[src/rtl/cpu_pkg.sv]
// Shared CPU definitions: exception codes, load-size encodings and the WB flush FSM states.
package cpu_pkg;

    localparam logic [5:0] ECODE_INT  = 6'h00;
    localparam logic [5:0] ECODE_ADEF = 6'h08;
    localparam logic [5:0] ECODE_ALE  = 6'h09;
    localparam logic [5:0] ECODE_SYS  = 6'h0B;
    localparam logic [5:0] ECODE_BRK  = 6'h0C;
    localparam logic [5:0] ECODE_INE  = 6'h0D;

    localparam logic [1:0] LD_B = 2'd0;
    localparam logic [1:0] LD_H = 2'd1;
    localparam logic [1:0] LD_W = 2'd2;

    typedef enum logic {
        RUN   = 1'b0,
        FLUSH = 1'b1
    } wb_state_e;

    // MEM/WB latch contents (the exception code is kept apart because its width is a parameter).
    typedef struct packed {
        logic [31:0] pc;
        logic        rf_we;
        logic [4:0]  rd;
        logic [31:0] alu_result;
        logic        res_from_dram;
        logic [31:0] dram_rdata;
        logic [1:0]  rdram_num;
        logic        sign_ext;
        logic        res_from_csr;
        logic [31:0] csr_rdata;
        logic        ex;
        logic        ertn;
    } wb_latch_t;

endpackage

[src/rtl/load_align_ext.sv]
// Combinational load-data extraction: selects byte/half/word from the raw SRAM word and extends it.
module load_align_ext
    import cpu_pkg::*;
(
    input  logic [31:0] rdata,
    input  logic [1:0]  offset,
    input  logic [1:0]  size,
    input  logic        sign_ext,
    output logic [31:0] data
);

    logic [7:0]  byte_sel;
    logic [15:0] half_sel;

    always_comb begin
        byte_sel = rdata[7:0];
        case (offset)
            2'd0: byte_sel = rdata[7:0];
            2'd1: byte_sel = rdata[15:8];
            2'd2: byte_sel = rdata[23:16];
            2'd3: byte_sel = rdata[31:24];
            default: byte_sel = rdata[7:0];
        endcase
        // offset[0] is ignored for halves: misaligned loads arrive already tagged ALE.
        half_sel = offset[1] ? rdata[31:16] : rdata[15:0];

        data = rdata;
        case (size)
            LD_B:    data = {{24{sign_ext & byte_sel[7]}}, byte_sel};
            LD_H:    data = {{16{sign_ext & half_sel[15]}}, half_sel};
            default: data = rdata;
        endcase
    end

endmodule

[src/rtl/wb_commit_stage.sv]
// WB/commit stage: MEM/WB latch, result select, register-file write, exception/ERTN commit and flush FSM.
// Define WB_DEBUG_TRACE_EN to add the debug_wb_* trace outputs.
module wb_commit_stage
    import cpu_pkg::*;
#(
    parameter int FLUSH_CYCLES = 2,
    parameter int ECODE_W      = 6
) (
    input  logic               clk,
    input  logic               rst,
    input  logic               ms_valid,
    output logic               ws_allowin,
    input  logic [31:0]        mem_pc,
    input  logic               mem_rf_we,
    input  logic [4:0]         mem_rd,
    input  logic [31:0]        mem_alu_result,
    input  logic               mem_res_from_dram,
    input  logic [31:0]        mem_dram_rdata,
    input  logic [1:0]         mem_rdram_num,
    input  logic               mem_rdram_need_signed_extend,
    input  logic               mem_res_from_csr,
    input  logic [31:0]        mem_csr_rdata,
    input  logic               mem_ex,
    input  logic [ECODE_W-1:0] mem_ecode,
    input  logic               mem_is_ertn,
    output logic               rf_we,
    output logic [4:0]         rf_waddr,
    output logic [31:0]        rf_wdata,
    output logic               wb_ex,
    output logic               wb_ertn,
    output logic [ECODE_W-1:0] wb_ecode,
    output logic [31:0]        wb_ex_pc,
    output logic               flush_busy,
    output logic [31:0]        retire_cnt
`ifdef WB_DEBUG_TRACE_EN
    ,
    output logic [31:0]        debug_wb_pc,
    output logic [3:0]         debug_wb_rf_we,
    output logic [4:0]         debug_wb_rf_wnum,
    output logic [31:0]        debug_wb_rf_wdata
`endif
);

    wb_state_e          state_q, state_d;
    logic [3:0]         cnt_q, cnt_d;
    logic               valid_q, valid_d;
    wb_latch_t          lat_q, lat_d;
    logic [ECODE_W-1:0] ecode_q, ecode_d;
    logic [31:0]        retire_q, retire_d;
    logic [31:0]        load_data;
    logic               accept;

    // Handshake: MEM offers with ms_valid; WB never stalls (ws_allowin is constant 1), so a
    // transfer happens on every edge where ms_valid is high and WB is not flushing.
    assign ws_allowin = 1'b1;

    load_align_ext u_load_align_ext (
        .rdata    (lat_q.dram_rdata),
        .offset   (lat_q.alu_result[1:0]),
        .size     (lat_q.rdram_num),
        .sign_ext (lat_q.sign_ext),
        .data     (load_data)
    );

    always_comb begin
        rf_we      = valid_q & lat_q.rf_we & ~lat_q.ex & ~lat_q.ertn & (lat_q.rd != 5'd0);
        rf_waddr   = lat_q.rd;
        rf_wdata   = lat_q.res_from_csr  ? lat_q.csr_rdata :
                     lat_q.res_from_dram ? load_data       : lat_q.alu_result;
        wb_ex      = valid_q & lat_q.ex;
        wb_ertn    = valid_q & lat_q.ertn & ~lat_q.ex;
        wb_ecode   = ecode_q;
        wb_ex_pc   = lat_q.pc;
        flush_busy = (state_q == FLUSH);
        retire_cnt = retire_q;
    end

    always_comb begin
        state_d = state_q;
        cnt_d   = cnt_q;
        case (state_q)
            RUN: begin
                if (wb_ex || wb_ertn) begin
                    state_d = FLUSH;
                    cnt_d   = 4'(FLUSH_CYCLES);
                end
            end
            FLUSH: begin
                if (cnt_q <= 4'd1) begin
                    state_d = RUN;
                    cnt_d   = 4'd0;
                end else begin
                    cnt_d = cnt_q - 4'd1;
                end
            end
            default: begin
                state_d = RUN;
                cnt_d   = 4'd0;
            end
        endcase

        // The committing edge already counts as flushed, so exactly FLUSH_CYCLES
        // younger instructions are dropped and the next one lands as FLUSH ends.
        accept  = (state_d == RUN);
        valid_d = accept & ms_valid;
        lat_d   = lat_q;
        ecode_d = ecode_q;
        if (accept) begin
            lat_d.pc            = mem_pc;
            lat_d.rf_we         = mem_rf_we;
            lat_d.rd            = mem_rd;
            lat_d.alu_result    = mem_alu_result;
            lat_d.res_from_dram = mem_res_from_dram;
            lat_d.dram_rdata    = mem_dram_rdata;
            lat_d.rdram_num     = mem_rdram_num;
            lat_d.sign_ext      = mem_rdram_need_signed_extend;
            lat_d.res_from_csr  = mem_res_from_csr;
            lat_d.csr_rdata     = mem_csr_rdata;
            lat_d.ex            = mem_ex;
            lat_d.ertn          = mem_is_ertn;
            ecode_d             = mem_ecode;
        end

        retire_d = retire_q + 32'(valid_q & ~lat_q.ex & ~lat_q.ertn);
    end

    always_ff @(posedge clk or negedge rst) begin
        if (!rst) begin
            state_q  <= RUN;
            cnt_q    <= 4'd0;
            valid_q  <= 1'b0;
            lat_q    <= '0;
            ecode_q  <= '0;
            retire_q <= 32'd0;
        end else begin
            state_q  <= state_d;
            cnt_q    <= cnt_d;
            valid_q  <= valid_d;
            lat_q    <= lat_d;
            ecode_q  <= ecode_d;
            retire_q <= retire_d;
        end
    end

`ifdef WB_DEBUG_TRACE_EN
    always_comb begin
        debug_wb_pc       = lat_q.pc;
        debug_wb_rf_we    = {4{rf_we}};
        debug_wb_rf_wnum  = rf_waddr;
        debug_wb_rf_wdata = rf_wdata;
    end
`endif

endmodule

[config.mk]
export PLATFORM = sky130hd
export DESIGN_NAME = wb_commit_stage
export DESIGN_NICKNAME = d
export VERILOG_FILES = /design/src/rtl/cpu_pkg.sv /design/src/rtl/load_align_ext.sv /design/src/rtl/wb_commit_stage.sv
export SDC_FILE = /design/constraint.sdc
export NUM_CORES = 1
export LEC_CHECK = 0
export BUFFER_PORTS_ARGS = -buffer_cell sky130_fd_sc_hd__clkbuf_2
export CORE_MARGIN = 2
export CORE_UTILIZATION = 31
export DETAILED_ROUTE_END_ITERATION = 6
export GPL_TIMING_DRIVEN = 0
export PLACE_DENSITY_LB_ADDON = 0.08
export SLEW_MARGIN = 20
export SYNTH_ARGS = -nofsm -noshare
export SYNTH_HDL_FRONTEND = slang
export SYNTH_SLANG_ARGS = --single-unit
[constraint.sdc]
create_clock -name clk -period 2.17 [get_ports clk]
set_clock_uncertainty 0.05 [all_clocks]
set_input_delay 0 -clock clk [delete_from_list [all_inputs] [get_ports clk]]
set_output_delay 0 -clock clk [all_outputs]
set_load 0.01 [all_outputs]
Yosys cells after proc, flatten, opt, wreduce, memory -nomap -nowiden:

Cells that the tools add are included.
W data, S select, Z words.

* $add $sub $neg: 2
* magnitude comparators: 1
* eq/ne operators: 5
* mux-type cells: 11
* bitwise logic cells: 18
* reduce and logical (&&, ||, !) cells: 4

Operators with widths (number)
* $mux W32: 2
* $not A1 Y32: 2
* $pmux W32 S2: 1
* $add A32 B32 Y32: 1
* $and A1 B32 Y32: 1
* $and A32 B32 Y32: 1
* $pmux W8 S4: 1
* $mux W16: 1
* $and A1 B1 Y1: 10
* $mux W4: 2
* $pmux W4 S2: 1
* $reduce_bool A5 Y1: 1
* $eq A2 B1 Y1 const B: 2
* $eq A2 B2 Y1 const B: 2
* $le A4 B1 Y1 const B: 1
* $logic_not A2 Y1: 2
* $not A1 Y1: 4
* $sub A4 B1 Y4 const B: 1
* $mux W1: 2
* $ne A2 B2 Y1 const B: 1
* $pmux W1 S2: 1
* $logic_or A1 B1 Y1: 1

* flip-flop bits (word level): 185
* bits of input ports: 150
* output and inout port bits: 112
* word-level logic and storage cells: 58

Longest topological paths before layout:

Gate-level depths: netlist of the first run.

* word-level depth: 7
* gate-level depth with buffers: 9

By module:

Synthesis of the first run repeated with hierarchy kept, for this count alone.

* cell total of the unflattened synthesis: 746
* area, all modules: 9181.3 um^2

Modules (own cells, without submodules)
* wb_commit_stage: instances 1, cells an instance 613, area an instance 8157.8 um^2
* load_align_ext: instances 1, cells an instance 133, area an instance 1023.5 um^2

Least setup slack after synthesis of the first run:

Ideal clock, no wire load.

* path kind: register to register
* start: reg lat_q[1] in the netlist's numbering
* end: reg retire_q[18], in the netlist retire_cnt[18]
* setup time: 126 ps
* arrival: 1853 ps
* setup slack: 141 ps
* stages on the path, launching flop included: 8
* buffers on the path: 0
* period minus slack after synthesis: 2029 ps
* path through: dfrtp_1 -> nor3b_1 -> ha_1 -> ha_1 -> nand3_1 -> nor3_1 -> nand4_1 -> xnor2_1

* cells in the longest elaborated chain, start to end: 4

RTL lines
* start: declaration: line wb_commit_stage.sv:47 `wb_latch_t lat_q, lat_d;`
* start signal: assignment: line wb_commit_stage.sv:139 `lat_q <= lat_d;`
* $not A1 Y32: line wb_commit_stage.sv:124 `retire_d = retire_q + 32'(valid_q & ~lat_q.ex & ~lat_q.ertn);`
* $and A1 B32 Y32: line wb_commit_stage.sv:124
* $and A32 B32 Y32: line wb_commit_stage.sv:124
* $add A32 B32 Y32: line wb_commit_stage.sv:124
* named net retire_d[18]: line wb_commit_stage.sv:49 `logic [31:0] retire_q, retire_d;`
* end signal: assignment: line wb_commit_stage.sv:141 `retire_q <= retire_d;`
* end: declaration: line wb_commit_stage.sv:49

The timed path passes the listed nets, and every way through them passes these cells.
A chain may end at the register's enable or synchronous reset.

Worst setup path after layout of the first run:

* start: reg lat_q[61] in the netlist's numbering
* end: out rf_wdata[20]

* cells in the longest elaborated chain, start to end: 5

RTL lines
* $pmux W8 S4: line load_align_ext.sv:17 `case (offset)`
* $and A1 B1 Y1: line load_align_ext.sv:29 `LD_B: data = {{24{sign_ext & byte_sel[7]}}, byte_sel};`
* $pmux W32 S2: line load_align_ext.sv:28 `case (size)`
* $mux W32: line wb_commit_stage.sv:69 `lat_q.res_from_dram ? load_data : lat_q.alu_result;`
* $mux W32: line wb_commit_stage.sv:68 `rf_wdata = lat_q.res_from_csr ? lat_q.csr_rdata :`
* end: declaration: line wb_commit_stage.sv:28 `output logic [31:0] rf_wdata,`

No other way between the ends.

==> results of run 1 <==
## layer usage
layer / vias up / global-route usage / wire [um]
met5: - / 0 / 0
met2: 178 / 0.267 / 12100
met4: 0 / 0.0479 / 383
met3: 19 / 0.0350 / 1110
li1: 3320 / - / -
met1: 3415 / 0.258 / 13400
## worst register-to-register path, stage by stage (launching register included)
cell and delay, ns:
dfrtp_1 0.40, inv_1 0.06, ha_2 0.20, nor2_1 0.17, nor3_2 0.07, a21o_1 0.19, buf_6 0.14, clkbuf_16 0.18
buf_8 0.16, mux2_4 0.30
## power breakdown
group	internal (uW)	switching (uW)	total, uW
Combinational	6520	5250	11800
Clock	1890	1520	3400
Sequential	5010	1260	6270
## how the worst max path moves through the flow
stage                     startpoint                        to  slack (ns)  cells after the start
6_report       lat_q[61]$_DFFE_PN0N_              rf_wdata[20]       -0.15                      6
5_1_grt        lat_q[72]$_DFFE_PN0N_              rf_wdata[22]       -0.24                      6
4_1_cts        lat_q[72]$_DFFE_PN0N_              rf_wdata[20]       -0.16                      6
3_5_place_dp    lat_q[1]$_DFFE_PN0N_  retire_cnt[18]$_DFF_PN0_       -0.28                      7
3_3_place_gp                     rst     lat_q[24]$_DFFE_PN0N_       -2.90                      1
2_1_floorplan   lat_q[1]$_DFFE_PN0N_  retire_cnt[18]$_DFF_PN0_        0.14                      7
## state kept, by name (all words and copies together) (netlist names)
| name | count |
|---|---|
| valid_q | 1 |
| wb_ecode | 6 |
| lat_q | 104 |
| retire_cnt | 32 |
| flush_busy | 1 |
| rf_waddr | 5 |
| wb_ex_pc | 32 |
| cnt_q | 4 |
## cell usage after synthesis, drive strengths merged (6+ instances only)
library cell  number  share of area
dfrtp            185           0.51
mux2             147           0.23
buf               62          0.055
nand2             36          0.015
a21oi             30          0.017
o22ai             29          0.020
xnor2             26          0.025
inv               18         0.0075
nand3             17         0.0094
nor2              16         0.0078
clkbuf            13         0.0054
a22oi             11         0.0092
mux2i             11          0.012
nand4             10         0.0069
o2bb2ai           10         0.0097
o21ai              8         0.0044
nor2b              7         0.0049
nor3               6         0.0033
## kinds of logic after synthesis
logic type	share of synthesized area
AND/OR/NAND/NOR	0.0640
XOR/XNOR	0.0301
AO/OA/AOI/OAI	0.0766
flip-flops	0.513
buffers and inverters	0.0674
adder cells (fa/ha/maj)	0.00555
other	0.000416
multiplexers	0.242
## per-stage QoR
stage                     power (uW)  setup slack, ns  hold WS (ns)  instances
final                          21400           -0.151         0.275       1532
after global routing           22800           -0.237         0.260       1532
after CTS                      21000           -0.161         0.252       1524
after detailed placement       16900           -0.283       -0.0851       1338
after global placement         16800            -2.90         0.160       1336
after floorplan                13600            0.141        -0.346        692
## final cells by class
cell class,instances,share of cell area
well taps,384,0.0358
inverters,18,0.00531
flip-flops and latches,185,0.345
plain buffers,73,0.0481
multi-input cells,414,0.295
clock inverters,14,0.0139
clock buffers,18,0.0327
diodes,1,0.000186
repair buffers,425,0.224
## repair_timing
item | 4_1_cts | 5_1_grt
hold buffers | 151 | 0
endpoints found under the setup margin | 155 | 185
hold endpoints to repair | 333 | 0
gates cloned | 1 | 1
setup buffers | 4 | 6
resized for setup | 37 | 54
pin swaps | 3 | 8
==> results.md, run 1 <==
- Height of the chip: 175 um
- GP Congestion: around 0.75
- CP Buf/Inv Count: 2
- Largest net degree at the start of global routing: 76
- Max IR drop VDD: 0.000781 V
- Syn Inst Count: around 700
- Mapped Area: roughly 9000 um2
- Hold/Removal Path Class: input port to flip-flop
- Number of global-route vias before repair: 7222
- NumNets Final: approximately 1.3k
- Fin Setup TNS: -2.01 ns
- Worst hold path depth: 3
- Drt wl/cell: 17.6 um
- Vias: around 7k
- Max cap viols: 0
- Initial core utilization: 0.314
- Clk_lat worst skew: ~0.44 ns
- Worst Setup Path Type: flip-flop to output port
- Critical R2R Launch: cnt_q[0]$_DFFE_PN0P_
- Most frequent cells in the layout: clkbuf_2 (260), dfrtp_1 (182), dlygate4sd3_1 (151), mux2_4 (100), buf_4 (51)
- Slew HR: 0.645
- HP Start: ms_valid
- Initial DRC Count: 262
- Final ANT Viol Nets: 0
- Worst-path cell chain: mux4_2 -> o221a_4 -> nor2_4 -> buf_6 -> a21oi_1 -> clkbuf_2
- Commonest non-fill, non-tap cell in the layout: clkbuf_2
- FF-to-FF setup slack: 0.14 ns
- Syn_area_per_cell: 13.0 um2
- WP data required: roughly 2.1 ns
- Vias per cell: 4.52
- Max stage delay on crit path: 0.52 ns
- Ys async rst share: 1.00
- Synth cell types: 50
- DR pass1 iterations: 4
- Hold EP: valid_q$_DFF_PN0_
- Max-slew violations: 0
- Rows: 62
- Syn. warnings: 0
- Area Overhead vs Synth: 48.9%
- Outcome: complete, but fails checks
- Placed instance area: roughly 11000 um2
- Design Area, Final: 13400 um2
- Worst R2R End: lat_q[45]$_DFFE_PN0N_
- Die Wd: between 150 and 200 um
- Layout fillers: about 2.7k
- Crit-path slowest cell: mux4_2
- CP endpoint kind: output port
- Crit share post-route: 1.07
- Core Area: 28700 um2
- Die area: 30500 um2
- Failing checks: setup timing
- Final hold violation count: 0
- Root Buffer: clkbuf_16
- Top Ports: 262
- Critical Path Source Type: flip-flop
- Worst Path Max Fanout: 5
- TritonCTS clock tree: built
- Max clock buf depth: 2
- Pwr per Cell Area: 1600 nW/um2
- Global-route wire length before repair: 41400 um
- Total grt overflow: 0
- Setup-failing EPs final: 26
- HPWL after detailed placement: 18900 um
- CTS Buf Count: 17
- Fmax: 431 MHz
- Tightest Pin Transition: 0.532 ns
- Cell family with most CP delay: multiplexers
- Net Count, Synth: 846
- CTS clk-pin slew, worst paths: about 0.080 ns
- Post-route DRC: 0
- Initial antenna violation count: 1
- Number of flops mapped to enable cells by yosys: 0
- RSZ-0062 raised after global routing: yes
- Total Wirelength: 27000 um
- GRT Overall Usage: 0.177
- Seq cells post-synth: 185
- Arr. time, crit path: around 2.3 ns
- Fin util: 0.468
- Leakage: roughly 0.0065 uW
- Worst setup margin: -0.151 ns
- FF/Latch Area: 4630 um2
- Layout cell share with drive strength beyond 1: 0.491
- H-Tree Depth: 4
- Min cycle time layout: 2.32 ns
- Area of the multi-input gates: 3960 um2
- Clock sink total: roughly 190
- Top_reg_cell synth: dfrtp_1
- Sequential area share after synthesis: 0.513
- Reg2reg path depth: 9
- PortBufs: 260
Note: power is estimated with default switching activity, not from simulation.
==> run 2, diff against run 1 <==
--- a/config.mk
+++ b/config.mk
@@ -10,7 +10,7 @@
 export CORE_UTILIZATION = 31
 export DETAILED_ROUTE_END_ITERATION = 6
 export GPL_TIMING_DRIVEN = 0
-export PLACE_DENSITY_LB_ADDON = 0.08
+export PLACE_DENSITY = 0.66
 export SLEW_MARGIN = 20
 export SYNTH_ARGS = -nofsm -noshare
 export SYNTH_HDL_FRONTEND = slang
==> results.md, run 2 (synthesized netlist as in run 1, its figures left out) <==
- Outcome: complete, but fails checks
- Failing checks: setup timing
- WP data required: 2.12 ns (about the same)
- CP endpoint kind: output port
- RSZ-0062 raised after global routing: yes
- Most frequent cells in the layout: clkbuf_2 (255), dfrtp_1 (183), dlygate4sd3_1 (149), mux2_4 (100), buf_4 (53)
- Fmax: 432 MHz (+0.15%)
- Slew HR: 0.570 (-0.0749)
- Die Wd: 175 um (unchanged)
- Total Wirelength: 27600 um (+2.2%)
- Design Area, Final: 13400 um2 (-0.54%)
- Critical Path Source Type: flip-flop
- Layout fillers: 2612 (-3.5%)
- Vias: 7138 (+3.0%)
- TritonCTS clock tree: built
- GRT Overall Usage: 0.178 (+0.00125)
- Area of the multi-input gates: 3920 um2 (-1.1%)
- Pwr per Cell Area: 1600 nW/um2 (+0.41%)
- Post-route DRC: 0 (unchanged)
- Fin Setup TNS: -2.13 ns (-0.113 ns)
- CTS clk-pin slew, worst paths: 0.07 ns (about the same)
- Biggest register: lat_q
- CP Buf/Inv Count: 2 (unchanged)
- Placed instance area: 10900 um2 (unchanged)
- Top Ports: 262 (unchanged)
- Final ANT Viol Nets: 0 (unchanged)
- HPWL after detailed placement: 18800 um (-0.40%)
- Clk_lat worst skew: 0.43 ns (about the same)
- Final hold violation count: 0 (unchanged)
- Worst-path cell chain: mux4_2 -> o221a_4 -> nor2_4 -> buf_4 -> a21oi_1 -> clkbuf_2
- Crit share post-route: 1.07 (-0.00159)
- GP Congestion: 0.798 (+5.7%)
- Drt wl/cell: 18.0 um (+2.2%)
- Layout cell share with drive strength beyond 1: 0.485 (-0.00571)
- Max clock buf depth: 2 (unchanged)
- Initial core utilization: 0.314 (unchanged)
- Setup-failing EPs final: 24 (-7.7%)
- Worst Path Max Fanout: 5 (unchanged)
- Vias per cell: 4.66 (+3.0%)
- Tightest Pin Transition: 0.645 ns (+0.112 ns)
- Initial DRC Count: 281 (+7.3%)
- Number of global-route vias before repair: 7554 (+4.6%)
- Arr. time, crit path: 2.27 ns (about the same)
- Worst setup margin: -0.147 ns (+0.00344 ns)
- Area Overhead vs Synth: 48.1%
- Global-route wire length before repair: 42100 um (+1.6%)
- Die area: 30500 um2 (unchanged)
- Cell family with most CP delay: multiplexers
- H-Tree Depth: 4 (unchanged)
- Largest net degree at the start of global routing: 67 (-12%)
- Total power: 21400 uW (-0.13%)
- Rows: 62 (unchanged)
- PortBufs: 260 (unchanged)
- Max-slew violations: 0 (unchanged)
- Min cycle time layout: 2.32 ns (-0.00344 ns)
- Total grt overflow: 0 (unchanged)
- CTS Buf Count: 17 (unchanged)
- Max cap viols: 0 (unchanged)
- Worst Setup Path Type: flip-flop to output port
- Commonest non-fill, non-tap cell in the layout: clkbuf_2
- Initial antenna violation count: 3 (+2)
- Core Area: 28700 um2 (unchanged)
- Hold/Removal Path Class: input port to asynchronous set/reset pin
- Max IR drop VDD: 0.000970 V (+24%)
- Leakage: 0.00640 uW (-0.83%)
- Max stage delay on crit path: 0.53 ns (about the same)
- DR pass1 iterations: 5 (+1)
- FF/Latch Area: 4630 um2 (about the same)
- Root Buffer: clkbuf_16
- Height of the chip: 175 um (unchanged)
- Max reg flops: 104 (unchanged)
- Clock sink total: 185 (unchanged)
- NumNets Final: 1287 (-0.078%)
- Crit-path slowest cell: mux4_2
[run 2: cell count changes in the layout (fill, tap and decap cells not counted), sizes merged]
cell / previous run / this run
inv: 24 / 21
diode: 1 / 3
clkbuf: 287 / 284
buf: 78 / 81
clkinvlp: 1 / 2
dlygate4sd3: 151 / 149
bufinv: 3 / 4
[run 2: layout make-up]
type | count | share of cell area
tap | 384 | 0.0360
antenna | 3 | 0.000562
timing repair buffer | 425 | 0.224
sequential | 185 | 0.347
buffer | 72 | 0.0482
inverter | 18 | 0.00506
clock buffer | 17 | 0.0319
clock inverter | 13 | 0.0146
multi-input combinational | 414 | 0.293
[run 2: per-stage QoR]
stage                     std cells  setup WS [ns]  hold slack [ns]   util
after floorplan                 692          0.141           -0.346      -
after global placement         1336          -2.61            0.163  0.376
after detailed placement       1338         -0.367          -0.0112  0.378
after CTS                      1520         -0.125           0.0933  0.457
after global routing           1530         -0.212            0.111  0.465
final                          1531         -0.147           0.0639  0.465
[run 2: final timing paths]
path	from	end	slack, ns	depth (start not counted)
setup / recovery	lat_q[45]$_DFFE_PN0N_	rf_wdata[29]	-0.15	6
max in group asynchronous	rst	rf_waddr[0]$_DFFE_PN0N_	0.98	4
min in group clk	mem_pc[19]	wb_ex_pc[19]$_DFFE_PN0N_	0.29	3
hold reg to reg	retire_cnt[31]$_DFF_PN0_	retire_cnt[31]$_DFF_PN0_	0.42	1
hold / removal	rst	lat_q[28]$_DFFE_PN0N_	0.06	2
setup reg to reg	lat_q[0]$_DFFE_PN0N_	retire_cnt[15]$_DFF_PN0_	0.10	6
[run 2: timing repair]
item                                    CTS  global route
pin swaps                                 1            11
setup buffers                             5             8
endpoints found under the setup margin  156           192
gates resized for setup                  27            58
gates cloned                              0             2
endpoints found under the hold margin   233             0
hold buffers                            149             0
[run 2: layer usage]
layer | GRT usage | wire, um | up-vias
met5 | 0 | 0 | -
met4 | 0.0635 | 818 | 0
met3 | 0.0326 | 1150 | 47
met2 | 0.293 | 13400 | 215
met1 | 0.235 | 12200 | 3573
li1 | - | - | 3303
[run 2: power breakdown]
group	internal [uW]	leakage [uW]	switching, uW	total (uW)
logic	6500	0.00387	5320	11800
clock network	1940	0.000298	1420	3350
registers	5010	0.00223	1230	6240
==> run 3, diff against run 2 <==
--- a/config.mk
+++ b/config.mk
@@ -11,6 +11,7 @@
 export DETAILED_ROUTE_END_ITERATION = 6
 export GPL_TIMING_DRIVEN = 0
 export PLACE_DENSITY = 0.66
+export REMOVE_ABC_BUFFERS = 1
 export SLEW_MARGIN = 20
 export SYNTH_ARGS = -nofsm -noshare
 export SYNTH_HDL_FRONTEND = slang
==> results.md, run 3 (synthesized netlist as in run 1, its figures left out) <==
- Commonest non-fill, non-tap cell in the layout: clkbuf_2
- Max clock buf depth: 2 (unchanged)
- Worst hold slack: 0.0575 ns (-0.00645 ns)
- Total grt overflow: 0 (unchanged)
- TritonCTS clock tree: built
- Die Wd: 175 um (unchanged)
- Root Buffer: clkbuf_16
- WP data required: 2.12 ns (about the same)
- Area Overhead vs Synth: 45.3%
- Leakage: 0.00621 uW (-3.0%)
- Drt wl/cell: 18.0 um (-0.23%)
- H-Tree Depth: 4 (unchanged)
- Top Ports: 262 (unchanged)
- Worst Path Max Fanout: 11 (+6)
- FF/Latch Area: 4650 um2 (+0.30%)
- Setup-failing EPs final: 24 (unchanged)
- Height of the chip: 175 um (unchanged)
- Worst R2R End: lat_q[80]$_DFFE_PN0N_
- CTS Buf Count: 17 (unchanged)
- Layout fillers: 2594 (-0.69%)
- Peak-usage layer in the global routing report: met2
- Core Area: 28700 um2 (unchanged)
- Slew HR: 0.571 (about the same)
- Number of global-route vias before repair: 7287 (-3.5%)
- CTS clk-pin slew, worst paths: 0.07 ns (about the same)
- Max reg flops: 104 (unchanged)
- Most frequent cells in the layout: clkbuf_2 (252), dfrtp_1 (178), dlygate4sd3_1 (149), mux2_4 (100), mux2_2 (47)
- Min cycle time layout: 2.26 ns (-0.0567 ns)
- Total Wirelength: 26500 um (-3.9%)
- Layout cell share with drive strength beyond 1: 0.471 (-0.0146)
- Pwr per Cell Area: 1590 nW/um2 (-1.0%)
- Failing checks: setup timing
- Largest net degree at the start of global routing: 67 (unchanged)
- Area of the multi-input gates: 3990 um2 (+1.8%)
- Clock sink total: 185 (unchanged)
- FF-to-FF setup slack: 0.11 ns (about the same)
- GP Congestion: 0.742 (-7.0%)
- Post-route DRC: 0 (unchanged)
- Tightest Pin Transition: 0.639 ns (-0.00546 ns)
- Final hold violation count: 0 (unchanged)
- Final ANT Viol Nets: 0 (unchanged)
- Initial core utilization: 0.314 (unchanged)
- Global-route wire length before repair: 40400 um (-4.0%)
- Rows: 62 (unchanged)
- Critical R2R Launch: cnt_q[0]$_DFFE_PN0P_
- Vias: 6827 (-4.4%)
- GRT Overall Usage: 0.171 (-0.00686)
- Reg2reg path depth: 8 (+2)
- Worst setup margin: -0.0906 ns (+0.0567 ns)
- Met3 usage: 0.0420 (+0.00941)
- Max cap viols: 0 (unchanged)
- Hold/Removal Path Class: input port to asynchronous set/reset pin
- Outcome: complete, but fails checks
- Initial DRC Count: 284 (+1.1%)
- Crit share post-route: 1.04 (-0.0261)
- Max-slew violations: 0 (unchanged)
- Die area: 30500 um2 (unchanged)
- Global-route met1 utilization: 0.217 (-0.0186)
- GR met2 Demand/Resource: 0.289 (-0.00413)
- NumNets Final: 1232 (-4.3%)
- Critical Path End: rf_wdata[21]
- Biggest register: lat_q
- Arr. time, crit path: 2.21 ns (-0.06 ns)
- Fmax: 442 MHz (+2.5%)
- CP endpoint kind: output port
- Critical Path Start: lat_q[72]$_DFFE_PN0N_
- Clk_lat worst skew: 0.44 ns (about the same)
- DR pass1 iterations: 5 (unchanged)
- PortBufs: 260 (unchanged)
- Vias per cell: 4.63 (-0.66%)
- Worst Setup Path Type: flip-flop to output port
- Max IR drop VDD: 0.000784 V (-19%)
- Critical Path Source Type: flip-flop
- Initial antenna violation count: 2 (-1)
- Fin util: 0.456 (-0.00894)
- RSZ-0062 raised after global routing: yes
- HPWL after detailed placement: 16300 um (-13%)
==> run 3: cell type report <==
class | instances | share of cell area
diodes | 2 | 0.000382
clock buffers | 18 | 0.0335
clock inverters | 11 | 0.00774
inverters | 18 | 0.00602
multi-input cells | 414 | 0.305
flip-flops and latches | 185 | 0.355
well taps | 384 | 0.0367
repair buffers | 442 | 0.256
==> run 3: power by group <==
part / switching, uW / internal (uW) / leakage, uW / total, uW
combinational: 5120 / 6350 / 0.00373 / 11500
clock: 1400 / 1600 / 0.000256 / 3000
sequential: 1300 / 5030 / 0.00222 / 6330
total: 7820 / 13000 / 0.00621 / 20800
==> run 3: what timing repair did <==
item                                   4_1_cts  5_1_grt
endpoints found under the hold margin      267        0
pin swaps                                    4        4
gates resized for setup                     47       21
setup buffers                               15        5
cloned                                       3        3
setup endpoints to repair                  113      132
hold buffers                               149        0
==> run 3: how the worst min path moves through the flow <==
stage | depth (start not counted) | slack [ns] | start | end
final | 2 | 0.06 | rst | cnt_q[0]$_DFFE_PN0P_
after floorplan | 0 | -0.35 | rst | cnt_q[0]$_DFFE_PN0P_
after global placement | 2 | 0.16 | ms_valid | valid_q$_DFF_PN0_
after detailed placement | 1 | -0.04 | rst | wb_ex_pc[12]$_DFFE_PN0N_
after CTS | 2 | 0.03 | rst | wb_ex_pc[17]$_DFFE_PN0N_
after global routing | 2 | 0.10 | rst | flush_busy$_DFF_PN0_
==> run 3: critical path, cell delays in order, from the launching register on <==
cell      delay (ns)
dfrtp_4         0.45
mux4_2          0.53
o221a_4         0.26
nor2_4          0.14
buf_12          0.16
a21oi_1         0.08
clkbuf_2        0.13
==> run 3: metrics by stage <==
stage               setup TNS, ns  instance area, um2  total power [uW]  worst slack [ns]  std cells
floorplan                 -545.21                8480              8530             -3.71        617
global placement         -1296.16               10300              8960             -5.38       1261
detailed placement         -31.64               10400             15900            -0.875       1268
CTS                         -2.14               12900             20400            -0.110       1464
global route                -3.41               13100             22000            -0.152       1473
finish                      -1.60               13100             20800           -0.0906       1474
==> run 3: metal layers <==
layer,up-vias,wire (um)
li1,3198,-
met1,3434,11500
met4,0,446
met3,27,1130
met2,168,13500
met5,-,0
